$ cat config.mk
export PLATFORM = sky130hd
export DESIGN_NAME = word_splitter
export DESIGN_NICKNAME = d
export VERILOG_FILES = /design/src/rtl/word_splitter.sv
export SDC_FILE = /design/constraint.sdc
export NUM_CORES = 1
export LEC_CHECK = 0
export CORE_AREA = 4 4 41 43
export DETAILED_ROUTE_END_ITERATION = 8
export DIE_AREA = 0 0 45 47
export GPL_TIMING_DRIVEN = 0
export PLACE_DENSITY = 0.66
export RECOVER_POWER = 25
export SYNTH_ARGS = -nofsm -noshare
export SYNTH_HDL_FRONTEND = slang
export SYNTH_SLANG_ARGS = --single-unit
$ cat constraint.sdc
create_clock -name clk -period 1.4 [get_ports clk]
set_input_delay 0.21 -clock clk [delete_from_list [all_inputs] [get_ports clk]]
set_output_delay 0.21 -clock clk [all_outputs]
set_load 0.01 [all_outputs]
$ cat src/rtl/word_splitter.sv
// Splits each accepted W_IN-bit word into N = W_IN/W_OUT registered W_OUT-bit slices.
// Valid/ready on both sides; a word can be taken on the last-slice cycle, so back-to-back words leave no bubble.
module word_splitter #(
    parameter int unsigned W_IN      = 8,
    parameter int unsigned W_OUT     = 4,
    parameter bit          LSB_FIRST = 1'b1
) (
    input  logic                                clk,
    input  logic                                rst,
    input  logic                                in_valid,
    output logic                                in_ready,
    input  logic [W_IN-1:0]                     in_data,
    output logic                                out_valid,
    input  logic                                out_ready,
    output logic [W_OUT-1:0]                    out_data,
    output logic [$clog2(W_IN/W_OUT)-1:0]       out_idx,
    output logic                                out_last
);

    localparam int unsigned N  = W_IN / W_OUT;
    localparam int unsigned IW = $clog2(N);

    typedef enum logic {
        EMPTY = 1'b0,
        BUSY  = 1'b1
    } state_e;

    state_e              state_q, state_d;
    logic [W_IN-1:0]     buf_q, buf_d;
    logic [W_OUT-1:0]    data_q, data_d;
    logic [IW-1:0]       idx_q, idx_d;
    logic [IW-1:0]       idx_nxt;
    logic                last_q, last_d;
    logic                in_xfer, out_xfer;

    // Slice k of a word in emission order.
    function automatic logic [W_OUT-1:0] slice_of(input logic [W_IN-1:0] w, input logic [IW-1:0] k);
        logic [IW-1:0] pos;
        pos = LSB_FIRST ? k : (IW'(N - 1) - k);
        return W_OUT'(w >> (W_OUT * 32'(pos)));
    endfunction

    always_ff @(posedge clk or posedge rst) begin
        if (rst) begin
            state_q <= EMPTY;
        end else begin
            state_q <= state_d;
        end
    end

    always_comb begin
        state_d = state_q;
        case (state_q)
            EMPTY: if (in_valid) state_d = BUSY;
            BUSY:  if (out_xfer && last_q && !in_valid) state_d = EMPTY;
        endcase
    end

    // in_ready is combinational from out_ready so the next word lands on the last-slice edge.
    always_comb begin
        out_valid = (state_q == BUSY);
        in_ready  = (state_q == EMPTY) || (out_ready && last_q);
        in_xfer   = in_valid && in_ready;
        out_xfer  = out_valid && out_ready;
    end

    always_comb begin
        buf_d   = buf_q;
        data_d  = data_q;
        idx_d   = idx_q;
        last_d  = last_q;
        idx_nxt = idx_q + 1'b1;
        if (in_xfer) begin
            buf_d  = in_data;
            idx_d  = '0;
            data_d = slice_of(in_data, '0);
            last_d = 1'b0;
        end else if (out_xfer) begin
            if (last_q) begin
                idx_d  = '0;
                data_d = '0;
                last_d = 1'b0;
            end else begin
                idx_d  = idx_nxt;
                data_d = slice_of(buf_q, idx_nxt);
                last_d = (idx_nxt == IW'(N - 1));
            end
        end
    end

    always_ff @(posedge clk or posedge rst) begin
        if (rst) begin
            buf_q  <= '0;
            data_q <= '0;
            idx_q  <= '0;
            last_q <= 1'b0;
        end else begin
            buf_q  <= buf_d;
            data_q <= data_d;
            idx_q  <= idx_d;
            last_q <= last_d;
        end
    end

    assign out_data = data_q;
    assign out_idx  = idx_q;
    assign out_last = last_q;

endmodule
## Yosys cells after proc, flatten, opt, wreduce, memory -nomap -nowiden

Cells that the tools add are included.

| word-level totals | value |
|---|---|
| bits in registers | 14 |
| bits in read-only memories | 0 |
| bits in latches | 0 |
| output and inout port bits | 8 |
| memory bits (writable) | 0 |
| logic and storage cells | 24 |
| memories kept | 0 |
| input bits | 12 |

| operators by class | value |
|---|---|
| add/subtract/negate cells | 1 |
| div/mod/pow operators | 0 |
| shifts and indexed selects | 1 |
| bitwise operators | 1 |
| $mul | 0 |
| muxes and demuxes | 9 |
| reduce and logical (&&, ||, !) cells | 8 |
| eq/ne operators | 0 |
| magnitude comparators | 0 |

Operator list:

| cell | number |
|---|---|
| two-way mux 4 bit | 3 |
| right shift 8 x 3 -> 4 bit | 1 |
| logical AND 1 bit | 5 |
| two-way mux 1 bit | 5 |
| case mux 1 bit (2 select lines) | 1 |
| nonzero test 2 bit | 1 |
| adder 1 bit, second input constant | 1 |
| zero test 1 bit | 1 |
| logical OR 1 bit | 1 |
| NOT 1 bit | 1 |

## Logic depth before layout (Yosys ltp)

| depth | value |
|---|---|
| word-level depth | 5 |
| depth in mapped cells | 4 |
| mapped depth without buffers | 3 |

## Worst setup path before layout

OpenSTA, ideal clock, no wires.

| timing | value |
|---|---|
| path kind | register to register |
| start | reg state_q, in the netlist out_valid |
| end | reg data_q[0], in the netlist out_data[0] |
| arrival time | 1,271 ps |
| library setup time | 126 ps |
| path slack | 3 ps |
| period minus slack after synthesis | 1,397 ps |
| stages on the path, launching flop included | 5 |
| path buffers | 1 |
| data required time | 1,274 ps |
| cell sequence | dfrtp_1 a21bo_4 and2_4 buf_6 a221o_1 |

| on the way | value |
|---|---|
| longest elaborated chain between the ends | 4 |

Ends and longest elaborated chain:

| element | RTL line | source |
|---|---|---|
| start: declaration | 28 | `state_e state_q, state_d;` |
| start signal: assignment | 47 | `state_q <= state_d;` |
| NOT 1 bit * | -- |  |
| logical OR 1 bit * | 62 | `in_ready = (state_q == EMPTY) \|\| (out_ready && last_q);` |
| named net in_ready | 11 | `output logic in_ready,` |
| logical AND 1 bit * | 63 | `in_xfer = in_valid && in_ready;` |
| two-way mux 4 bit or nonzero test 2 bit (tied branches) | -- |  |
| end signal: assignment | 99 | `data_q <= data_d;` |
| end: declaration | 30 | `logic [W_OUT-1:0] data_q, data_d;` |

Mark *: on every way through the listed nets, which the timed path passes. The rest lies on a longest branch.
A chain may end at the register's enable or synchronous reset.

## Worst setup path after layout

| timing | value |
|---|---|
| start | reg data_q[3], in the netlist out_data[3] |
| end | out out_data[3] |

RTL lines:

| element | RTL line | source |
|---|---|---|
| end: declaration | 15 | `output logic [W_OUT-1:0] out_data,` |

No word-level cell between the ends.

==> impl_results.md <==
* Number of global-route vias before repair at between 300 and 400
* Initial drt markers at 4
* Pwr Total at between 1000 and 1500 uW
* Distinct cells, synth at 14
* Die width at ~45 um
* Initial antenna violation count at 0
* GRT overflow at 0
* Post-DRT Antenna Nets at 0
* Critical Path End Type: output pin
* Via density at 4.797
* Status: completed
* Vias at 331
* Final Skew at 7.005 ps
* Max H-tree Level at 1
* Final setup viols at 0
* Total die area at 2115 sq um
* Yosys warns at 0
* M1 WL at roughly 360 um
* Max Clock Freq at 741.0 MHz
* Worst Path Required at about 1200 ps
* Initial Utilization at ~34%
* Final Hold Viols at 0
* Root buffer cell: clkbuf_4
* Max-Cap Viols at 0
* Ant diodes at 0
* Power Dens Cells at 1612 nW/um^2
* Filler cells at 129
* CTS tree: yes
* Critical path launch point type: flip-flop
* Asr flop ratio synth at 100.0%
* Met3 wire length at 69 um
* Hold Crit Class: input port to async pin
* Placer Congestion at 0.6232
* Top-count cell post-synth: dfrtp_1
* DRT Pass-1 Iters at 4
* Clock sinks at 10
* DRC at 0
* Worst slew pin tran at roughly 360 ps
* Hold-fix buffers at CTS at 0
* Top cells by area, synth: dfrtp_1 (57%), mux2_2 (10%), a221o_1 (9.1%), and2_1 (5.7%), a21bo_4 (3.7%)
* # rows at 13
* Setup TNS at 0 ps
* Fin crit share at 96.39%
* Share of the synthesized area in the top cell type at 56.82%
* RSZ-0062 raised after global routing: false
* Multi-input gate area at 167.7 sq um
* Slowest cell on the critical path: clkdlybuf4s50_1
* Io pins at 20
* Post-synth EDFFs at 0
* Total core area at ~1300 sq um
* Leak at 0.0003144 uW
* Main synth FF type: dfrtp_1
* WP buf/inv at 1
* Critical Setup Path Class: flip-flop to output pin
* Wire length per cell at about 13 um
* Area leader, netlist: dfrtp_1
* Most instantiated cells after synthesis: dfrtp_1 (10), a221o_1 (4), and2_1 (4), mux2_2 (4)
* Syn_nets at 44
* Max VDD drop at 1.020 mV
* First-pass GRT wire length at 1428 um
* Synthesized flop and latch total at 10
* Synth-to-layout area growth at 50.28%
* Seq/Total Area, Yosys at between 50% and 60%
* Cell area after synthesis at 440.4 sq um
* Gr usage total at 9.864%
* Clock insertion delay at the later pin of the skew report at around 260 ps
* Total Wirelength at 900 um
* Rel. slew slack at roughly 76%
* Cells after synthesis at 32
* Port buffer count at 19
* WL met2 at 467 um
* Worst Path Max Fanout at 2
* Cell Chain, Critical Path: clkdlybuf4s50_1
* Share of cells above drive strength 1 at 22.22%
* Pin count of the biggest net entering global routing at 11
* CTS Buf Count at 3
* Average cell area after synthesis at 13.76 sq um
* Min Tclk post-route at between 1000 and 1500 ps
* Bufs on Longest Clock Path at 2
* Chip height at 47 um
* Reg area at 250.2 sq um
* Nets at 68
* Max stage delay on crit path at 530 ps
* Reg clk slew, reported paths at 60 ps
* WP data arrival at 1140 ps
* Top Layer Used: met3
* Final max-slew violation count at 0
* Delay-heaviest family, CP: buffers and inverters
## worst register-to-register path: stages, from the launching register on
cell,delay (ps)
dfrtp_1,430
a21bo_4,240
and2_4,190
a221o_1,340
## cell usage in the layout, fill, tap and decap left out
| cell | instances |
|---|---|
| a21bo_4 | 1 |
| a21o_1 | 1 |
| a221o_1 | 4 |
| and2_1 | 4 |
| and2_4 | 1 |
| buf_4 | 2 |
| clkbuf_2 | 1 |
| clkbuf_4 | 3 |
| clkdlybuf4s50_1 | 13 |
| dfrtp_1 | 10 |
| dlygate4sd2_1 | 3 |
| dlygate4sd3_1 | 1 |
| dlymetal6s2s_1 | 1 |
| inv_1 | 1 |
| mux2_2 | 4 |
| mux2i_1 | 1 |
| nand2_1 | 1 |
| nor2_1 | 1 |
| or2b_1 | 1 |
## repair_timing
item                       CTS  global route
setup endpoints to repair    8             6
resized for setup            5             2
setup buffers                1             0
pin swaps                    0             4
## cells by family after synthesis
kind of cell	share of synthesized area, %
AOI/OAI and AO/OA	14.49
buffers and inverters	5.113
DFF	56.82
muxes	12.50
and+or+nand+nor	11.08
## per-stage QoR
step           hold WS [ps]  utilization (%)  instances  area, sq um  worst slack, ps
3_5_place_dp          491.7            49.90         66        649.4           -252.9
3_3_place_gp          489.7            49.90         66        649.4           -236.0
5_1_grt               403.3            50.87         69        661.9            8.633
4_1_cts               238.8            51.92         70        675.6            7.437
2_1_floorplan         50.18                -         32        440.4            2.693
6_report              370.1            50.87         69        661.9            50.52
## path summary, 6_finish.rpt
kind,startpoint,endpoint,slack [ps],cells past startpoint
max in group asynchronous,rst,buf_q[7],750,2
max reg2reg,out_idx,out_data[1],90,3
max,out_data[3],out_data[3],50,1
min reg2reg,buf_q[4],out_data[0],500,1
min in group clk,buf_q[4],out_data[0],500,1
min,rst,out_data[2],370,2
## sequential cells by signal, summed over array words and instances (netlist names)
signal / cells
out_idx: 1
out_valid: 1
buf_q: 4
out_data: 4
## power by group
part / total (uW) / internal, uW / switching [uW]
Clock: 185 / 98.7 / 86.1
Combinational: 413 / 269 / 144
Sequential: 470 / 402 / 67.3
## layer usage
metal | up-vias | global-route usage, %
li1 | 159 | -
met2 | 14 | 16.38
met3 | 0 | 6.897
met5 | - | 0
met4 | 0 | 1.754
met1 | 158 | 10.45
## cell type report
| type | count | area share (%) |
|---|---|---|
| well taps | 15 | 2.836 |
| flip-flops and latches | 10 | 37.81 |
| plain buffers | 1 | 1.134 |
| clock buffers | 3 | 3.403 |
| repair buffers | 20 | 28.92 |
| multi-input cells | 19 | 25.33 |
| inverters | 1 | 0.5671 |
Power figures use the tool's default switching activity.
